## src/rtl/pwm_pkg.sv

```systemverilog
// Shared register map, counter mode encoding and ctrl bit layout for the PWM block.
package pwm_pkg;

    localparam int unsigned ADDR_PERIOD = 0;
    localparam int unsigned ADDR_CTRL   = 1;
    localparam int unsigned ADDR_DUTY0  = 2;

    typedef enum logic {
        ModeEdge   = 1'b0,
        ModeCenter = 1'b1
    } pwm_mode_e;

    localparam int unsigned CTRL_MODE_BIT = 0;
    localparam int unsigned CTRL_EN_LSB   = 1;

    // Polarity field sits directly above the per-channel enable field.
    function automatic int unsigned ctrl_pol_lsb(input int unsigned num_ch);
        return CTRL_EN_LSB + num_ch;
    endfunction

endpackage

```

## src/rtl/pwm_channel_cmp.sv

```systemverilog
// One PWM channel: duty compare against the shared counter, enable/polarity, output flop.
module pwm_channel_cmp #(
    parameter int unsigned CNT_W = 12
) (
    input  logic             clk,
    input  logic             rst_n,
    input  logic [CNT_W-1:0] i_cnt,
    input  logic [CNT_W-1:0] i_duty,
    input  logic             i_en,
    input  logic             i_pol,
    output logic             o_pwm
);

    logic w_raw;
    logic r_pwm;

    assign w_raw = (i_cnt < i_duty);

    always_ff @(posedge clk or negedge rst_n) begin
        if (!rst_n) begin
            r_pwm <= 1'b0;
        end else begin
            r_pwm <= i_en ? (w_raw ^ i_pol) : i_pol;
        end
    end

    assign o_pwm = r_pwm;

endmodule

```

## src/rtl/pwm_multichannel.sv

```systemverilog
// Multichannel PWM: shared edge/center-aligned counter with shadowed period, duty and
// mode that commit together at a period boundary.
module pwm_multichannel
    import pwm_pkg::*;
#(
    parameter int unsigned NUM_CH = 4,
    parameter int unsigned CNT_W  = 12,
    parameter int unsigned ADDR_W = 3
) (
    input  logic              clk,
    input  logic              rst_n,
    input  logic              wr_en,
    input  logic [ADDR_W-1:0] wr_addr,
    input  logic [CNT_W-1:0]  wr_data,
    input  logic              out_en,
    output logic [NUM_CH-1:0] pwm_out,
    output logic              period_tick
);

    localparam int unsigned PolLsb = ctrl_pol_lsb(NUM_CH);

    logic [CNT_W-1:0]  r_period_sh, r_period_act;
    logic [CNT_W-1:0]  r_duty_sh  [NUM_CH];
    logic [CNT_W-1:0]  r_duty_act [NUM_CH];
    pwm_mode_e         r_mode_sh, r_mode_act;
    logic [NUM_CH-1:0] r_en, r_pol;
    logic [CNT_W-1:0]  r_cnt, w_cnt_d, w_last;
    logic              r_dir, w_dir_d;
    logic              r_pending, r_bnd, r_tick;
    logic              w_idle, w_boundary, w_load, w_shadow_wr;
    int unsigned       w_addr;

    assign w_addr      = 32'(wr_addr);
    assign w_last      = r_period_act - CNT_W'(1);
    assign w_shadow_wr = wr_en && ((w_addr == ADDR_PERIOD) || (w_addr == ADDR_CTRL) ||
                         ((w_addr >= ADDR_DUTY0) && (w_addr < ADDR_DUTY0 + NUM_CH)));

    // r_dir = 1 while counting down (center mode only).
    always_comb begin
        w_cnt_d    = r_cnt;
        w_dir_d    = r_dir;
        w_boundary = 1'b0;
        w_idle     = (r_period_act == '0);
        if (w_idle) begin
            w_cnt_d = '0;
            w_dir_d = 1'b0;
        end else if (r_mode_act == ModeEdge) begin
            if (r_cnt >= w_last) begin
                w_boundary = 1'b1;
                w_cnt_d    = '0;
            end else begin
                w_cnt_d = r_cnt + CNT_W'(1);
            end
        end else if (r_dir || (r_cnt >= w_last)) begin
            // Turnaround and boundary coincide when the top count is 0 or 1 (P = 1, 2).
            if (r_cnt <= CNT_W'(1)) begin
                w_boundary = 1'b1;
                w_cnt_d    = '0;
                w_dir_d    = 1'b0;
            end else begin
                w_cnt_d = r_cnt - CNT_W'(1);
                w_dir_d = 1'b1;
            end
        end else begin
            w_cnt_d = r_cnt + CNT_W'(1);
        end
        w_load = r_pending && (w_idle || w_boundary);
    end

    always_ff @(posedge clk or negedge rst_n) begin
        if (!rst_n) begin
            r_period_sh  <= '0;
            r_period_act <= '0;
            r_mode_sh    <= ModeEdge;
            r_mode_act   <= ModeEdge;
            r_en         <= '0;
            r_pol        <= '0;
            r_cnt        <= '0;
            r_dir        <= 1'b0;
            r_pending    <= 1'b0;
            r_bnd        <= 1'b0;
            r_tick       <= 1'b0;
            for (int k = 0; k < NUM_CH; k++) begin
                r_duty_sh[k]  <= '0;
                r_duty_act[k] <= '0;
            end
        end else begin
            r_cnt  <= w_cnt_d;
            r_dir  <= w_dir_d;
            r_bnd  <= w_boundary;
            r_tick <= r_bnd;
            if (wr_en && (w_addr == ADDR_PERIOD)) begin
                r_period_sh <= wr_data;
            end
            if (wr_en && (w_addr == ADDR_CTRL)) begin
                r_mode_sh <= pwm_mode_e'(wr_data[CTRL_MODE_BIT]);
                r_en      <= wr_data[CTRL_EN_LSB +: NUM_CH];
                r_pol     <= wr_data[PolLsb +: NUM_CH];
            end
            // A write landing on the load cycle keeps the flag set for the next boundary.
            if (w_load) begin
                r_period_act <= r_period_sh;
                r_mode_act   <= r_mode_sh;
            end
            for (int k = 0; k < NUM_CH; k++) begin
                if (wr_en && (w_addr == ADDR_DUTY0 + k)) begin
                    r_duty_sh[k] <= wr_data;
                end
                if (w_load) begin
                    r_duty_act[k] <= r_duty_sh[k];
                end
            end
            if (w_shadow_wr) begin
                r_pending <= 1'b1;
            end else if (w_load) begin
                r_pending <= 1'b0;
            end
        end
    end

    assign period_tick = r_tick;

    for (genvar g = 0; g < NUM_CH; g++) begin : g_ch
        pwm_channel_cmp #(
            .CNT_W(CNT_W)
        ) u_cmp (
            .clk   (clk),
            .rst_n (rst_n),
            .i_cnt (r_cnt),
            .i_duty(r_duty_act[g]),
            .i_en  (out_en & r_en[g]),
            .i_pol (r_pol[g]),
            .o_pwm (pwm_out[g])
        );
    end

endmodule
```

## config.mk

```make
export PLATFORM = sky130hd
export DESIGN_NAME = pwm_multichannel
export DESIGN_NICKNAME = d
export VERILOG_FILES = /design/src/rtl/pwm_pkg.sv /design/src/rtl/pwm_channel_cmp.sv /design/src/rtl/pwm_multichannel.sv
export SDC_FILE = /design/constraint.sdc
export NUM_CORES = 1
export LEC_CHECK = 0
export CORE_AREA = 2 2 119 236
export DETAILED_ROUTE_END_ITERATION = 16
export DIE_AREA = 0 0 121 238
export SLEW_MARGIN = 0
export SYNTH_ARGS = -nofsm -noshare
export SYNTH_HDL_FRONTEND = slang
export SYNTH_SLANG_ARGS = --single-unit
```

## constraint.sdc

```tcl
create_clock -name clk -period 8.7 [get_ports clk]
set_input_delay 0.87 -clock clk [delete_from_list [all_inputs] [get_ports clk]]
set_output_delay 0.87 -clock clk [all_outputs]
set_load 0.1 [all_outputs]
```

==> impl_metrics.prom <==
# TYPE chip_impl_metric gauge
chip_impl_info{name="outcome",value="complete, no violations"} 1
chip_impl_metric{name="setup_total_negative_slack",unit="ps"} 0
chip_impl_metric{name="routed_via_density",unit=""} 4.929
chip_impl_info{name="rsz0062_at_grt",value="false"} 1
chip_impl_metric{name="design.core.area",unit="um^2"} 26910
chip_impl_metric{name="pin_count_of_the_biggest_net_entering_global_routing",unit=""} 79
chip_impl_metric{name="post_cts.repair.setup_buffers",unit=""} 0
chip_impl_metric{name="drt_iter0_markers",unit=""} 264
chip_impl_metric{name="min_period_over_period",unit=""} 0.4856
chip_impl_metric{name="nNetsFinal",unit=""} 751
chip_impl_metric{name="place_worst_setup_slack",unit="ps"} 4600
chip_impl_info{name="highest_delay_cell_along_the_critical_path",value="or4_1"} 1
chip_impl_metric{name="syn_area",unit="um^2"} 8004
chip_impl_metric{name="fillers",unit=""} 2622
chip_impl_metric{name="multi_input_comb_area",unit="um^2"} 3911
chip_impl_metric{name="post-route-min-period",unit="ps"} 4224
chip_impl_metric{name="synth.distinct_cells",unit=""} 56
chip_impl_metric{name="synth-simple-area-share",unit=""} 0.08395
chip_impl_metric{name="detailroute.wirelength.met2",unit="um"} 10490
chip_impl_metric{name="dp_hpwl",unit="um"} 13550
chip_impl_metric{name="met1_length",unit="um"} 6913
chip_impl_metric{name="firstDrtPassIters",unit=""} 4
chip_impl_metric{name="met3_length",unit="um"} 424
chip_impl_metric{name="power.total",unit="W"} 0.003600
chip_impl_metric{name="holdBufCountCts",unit=""} 0
chip_impl_metric{name="resized_gates_after_cts",unit=""} 0
chip_impl_info{name="postSynth.topFlopCell",value="dfrtp_1"} 1
chip_impl_metric{name="synth-edff-count",unit=""} 0
chip_impl_metric{name="power.static_leakage",unit="nW"} 4.251
chip_impl_info{name="top_signal_layer_used",value="met4"} 1
chip_impl_info{name="critPathCaptureType",value="flop"} 1
chip_impl_metric{name="die_area",unit="um^2"} 28800
chip_impl_metric{name="cts_sinks",unit=""} 150
chip_impl_metric{name="final_critical_path_setup_slack",unit="ps"} 4476
chip_impl_metric{name="grtUsageTotal",unit=""} 0.1398
chip_impl_info{name="top_cells_by_count_synth",value="dfrtp_1 (150), mux2_2 (70), ha_1 (61)"} 1
chip_impl_metric{name="overflow",unit=""} 0
chip_impl_metric{name="floorplan.io_pins",unit=""} 24
chip_impl_metric{name="synth_async_sr_flop_share",unit=""} 1.000
chip_impl_info{name="timing.critical_path.from_type",value="flop"} 1
chip_impl_info{name="worstHoldPathType",value="flop to flop"} 1
chip_impl_metric{name="finalSetupViolations",unit=""} 0
chip_impl_info{name="tritoncts",value="yes"} 1
chip_impl_metric{name="synthCells",unit=""} 647
chip_impl_metric{name="antenna_violations_before_repair",unit=""} 0
chip_impl_metric{name="synth_compound_area_frac",unit=""} 0.07504
chip_impl_metric{name="clock_insertion_delay_worst_skew",unit="ps"} 430
chip_impl_metric{name="placement_rows",unit=""} 85
chip_impl_info{name="netlist.top_cell.by_area",value="dfrtp_1"} 1
chip_impl_info{name="dominant_combinational_cell_family_by_area_after_synthesis",value="multiplexers"} 1
chip_impl_metric{name="antenna-diode-count",unit=""} 0
chip_impl_metric{name="max-vdd-ir-drop",unit="V"} 0.0002103
chip_impl_metric{name="post_synth.cell_area_avg",unit="um^2"} 12.37
chip_impl_metric{name="ys_seq_area_frac",unit=""} 0.4690
chip_impl_metric{name="crit_fanout",unit=""} 61
chip_impl_metric{name="synth-seq-cells",unit=""} 150
chip_impl_metric{name="htree_levels",unit=""} 4
chip_impl_metric{name="post_synth_adder_cell_area",unit=""} 0.09536
chip_impl_metric{name="routed_wirelength",unit="um"} 18680
chip_impl_metric{name="via_count_of_the_first_global_routing_pass",unit=""} 5422
chip_impl_metric{name="cts.clk_slew.worst_paths",unit="ps"} 60
chip_impl_info{name="yosysMostFrequentCell",value="dfrtp_1"} 1
chip_impl_metric{name="cellPowerDensity",unit="nW/um^2"} 392.5
chip_impl_metric{name="syn_to_final_growth",unit="%"} 14.62
chip_impl_metric{name="mappedNetlistNets",unit=""} 727
chip_impl_info{name="crit_type",value="flop to flop"} 1
chip_impl_metric{name="timing_max_transition_violations_final",unit=""} 0
chip_impl_metric{name="drc",unit=""} 0
chip_impl_info{name="crit_path_cell_trace",value="nor2_1 -> nor4b_1 -> nand2b_1 -> nor3_1 -> xnor2_1 -> ha_1 -> nand4_1 -> or4_1 -> o22a_1 -> a31oi_4 -> o21ai_4 -> buf_4 -> mux2_4"} 1
chip_impl_metric{name="worst-slew-pin-transition",unit="ps"} 1273
chip_impl_metric{name="floorplan.initialDensity",unit=""} 0.2975
chip_impl_metric{name="drive_above_1_share",unit=""} 0.2544
chip_impl_metric{name="gp_congestion",unit=""} 0.8878
chip_impl_metric{name="finalHoldViolations",unit=""} 0
chip_impl_metric{name="routed-via-count",unit=""} 5087
chip_impl_metric{name="maxClockFrequency",unit="MHz"} 236.7
chip_impl_metric{name="drt-wirelength-per-cell",unit="um"} 18.10
chip_impl_metric{name="synth_mux_area_frac",unit=""} 0.2123
chip_impl_metric{name="synth_xor_area_frac",unit=""} 0.02079
chip_impl_metric{name="ff_latch_area",unit="um^2"} 3754
chip_impl_metric{name="synth_top_cell_area_share",unit=""} 0.4690
chip_impl_metric{name="die-width",unit="um"} 121
chip_impl_metric{name="slowest_delay",unit="ps"} 560
chip_impl_metric{name="first_pass_grt_wire_length",unit="um"} 30170
chip_impl_metric{name="tritoncts.num_buffers",unit=""} 17
chip_impl_metric{name="cap_viol_max_count",unit=""} 0
chip_impl_metric{name="route.antenna.remaining_nets",unit=""} 0
chip_impl_metric{name="yosysWarnings",unit=""} 0
chip_impl_info{name="netlist_top_cells_area",value="dfrtp_1 (47%), mux2_4 (11%), mux2_2 (9.8%)"} 1
chip_impl_metric{name="critical_path_required",unit="ps"} 9010
chip_impl_metric{name="cp_data_arrival_time",unit="ps"} 4530
chip_impl_metric{name="max-clock-path-buffers",unit=""} 2
chip_impl_info{name="cts_root_buf",value="clkbuf_16"} 1
chip_impl_metric{name="place.port_buffers",unit=""} 23
chip_impl_metric{name="die_h",unit="um"} 238
chip_impl_metric{name="skew",unit="ps"} 6.756
chip_impl_metric{name="max_slew_margin",unit=""} 0.1438
==> area by class of cell <==
| cell class | count | share of cell area |
|---|---|---|
| multi-input cells | 422 | 0.4264 |
| clock inverters | 12 | 0.01664 |
| inverters | 52 | 0.02128 |
| well taps | 348 | 0.04746 |
| repair buffers | 28 | 0.02932 |
| flip-flops and latches | 150 | 0.4092 |
| clock buffers | 20 | 0.04978 |
==> report_power, final <==
group / switching [W] / leakage [nW] / internal (W) / total (W)
registers: 0.000261 / 1.82 / 0.000960 / 0.00122
clock network: 0.000294 / 0.288 / 0.000465 / 0.000758
logic: 0.000799 / 2.14 / 0.000822 / 0.00162
==> cells in the final DEF, fill, tap and decap left out, types with 17 or more instances in the layout <==
cell type,synthesis,final
dfrtp_1,150,150
mux2_2,70,70
ha_1,61,61
mux2_4,60,60
inv_1,52,52
nor2_1,26,26
a21oi_1,22,22
clkdlybuf4s50_1,0,22
nand2_1,18,18
clkbuf_16,0,17
==> critical path: cells and delay by family (launching register included) <==
| family | cells | cell delay [ps] |
|---|---|---|
| compound gates | 3 | 540 |
| xor+xnor | 1 | 120 |
| buf+inv | 1 | 430 |
| mux | 1 | 450 |
| simple gates | 6 | 1740 |
| flops | 1 | 430 |
| fa+ha+maj | 1 | 310 |
==> final timing paths <==
| path | slack (ps) | depth (start not counted) | from | end |
|---|---|---|---|---|
| max | 4480 | 13 | r_period_act[4] | r_duty_act[31] |
| min | 350 | 0 | r_bnd | period_tick |
| max reg2reg | 4480 | 13 | r_period_act[4] | r_duty_act[31] |
| min reg2reg | 350 | 0 | r_bnd | period_tick |
| max in group asynchronous | 6790 | 2 | rst_n | r_duty_act[10] |
| min in group asynchronous | 450 | 1 | rst_n | r_duty_sh[29] |
==> per-stage QoR <==
step	utilization	hold WS, ps	instances	area, um^2
2_1_floorplan	-	331.2	647	8004
4_1_cts	0.3409	348.4	1032	9174
3_5_place_dp	0.3183	334.7	1000	8564
6_report	0.3409	347.3	1032	9174
3_3_place_gp	0.3183	333.7	1000	8564
5_1_grt	0.3409	369.1	1032	9174
==> state kept, by name, indices dropped and copies added (netlist names) <==
signal / cells
r_duty_act: 48
r_duty_sh: 48
r_cnt: 12
r_period_act: 12
r_period_sh: 12
g_ch.u_cmp.o_pwm: 4
r_en: 4
r_pol: 4
period_tick: 1
r_bnd: 1
r_dir: 1
r_mode_act: 1
r_mode_sh: 1
r_pending: 1
==> cells by family after synthesis <==
kind of cell    after synthesis
compound gates               86
mux                         131
simple gates                125
xor+xnor                     19
buf+inv                      75
flops                       150
fa+ha+maj                    61
==> routing by layer <==
metal / GRT usage / up-vias
met3: 0.02701 / 51
met1: 0.1417 / 2574
met5: 0 / -
li1: - / 2368
met2: 0.2586 / 94
met4: 0.08351 / 0
No activity file was read; power rests on OpenSTA's default activity.
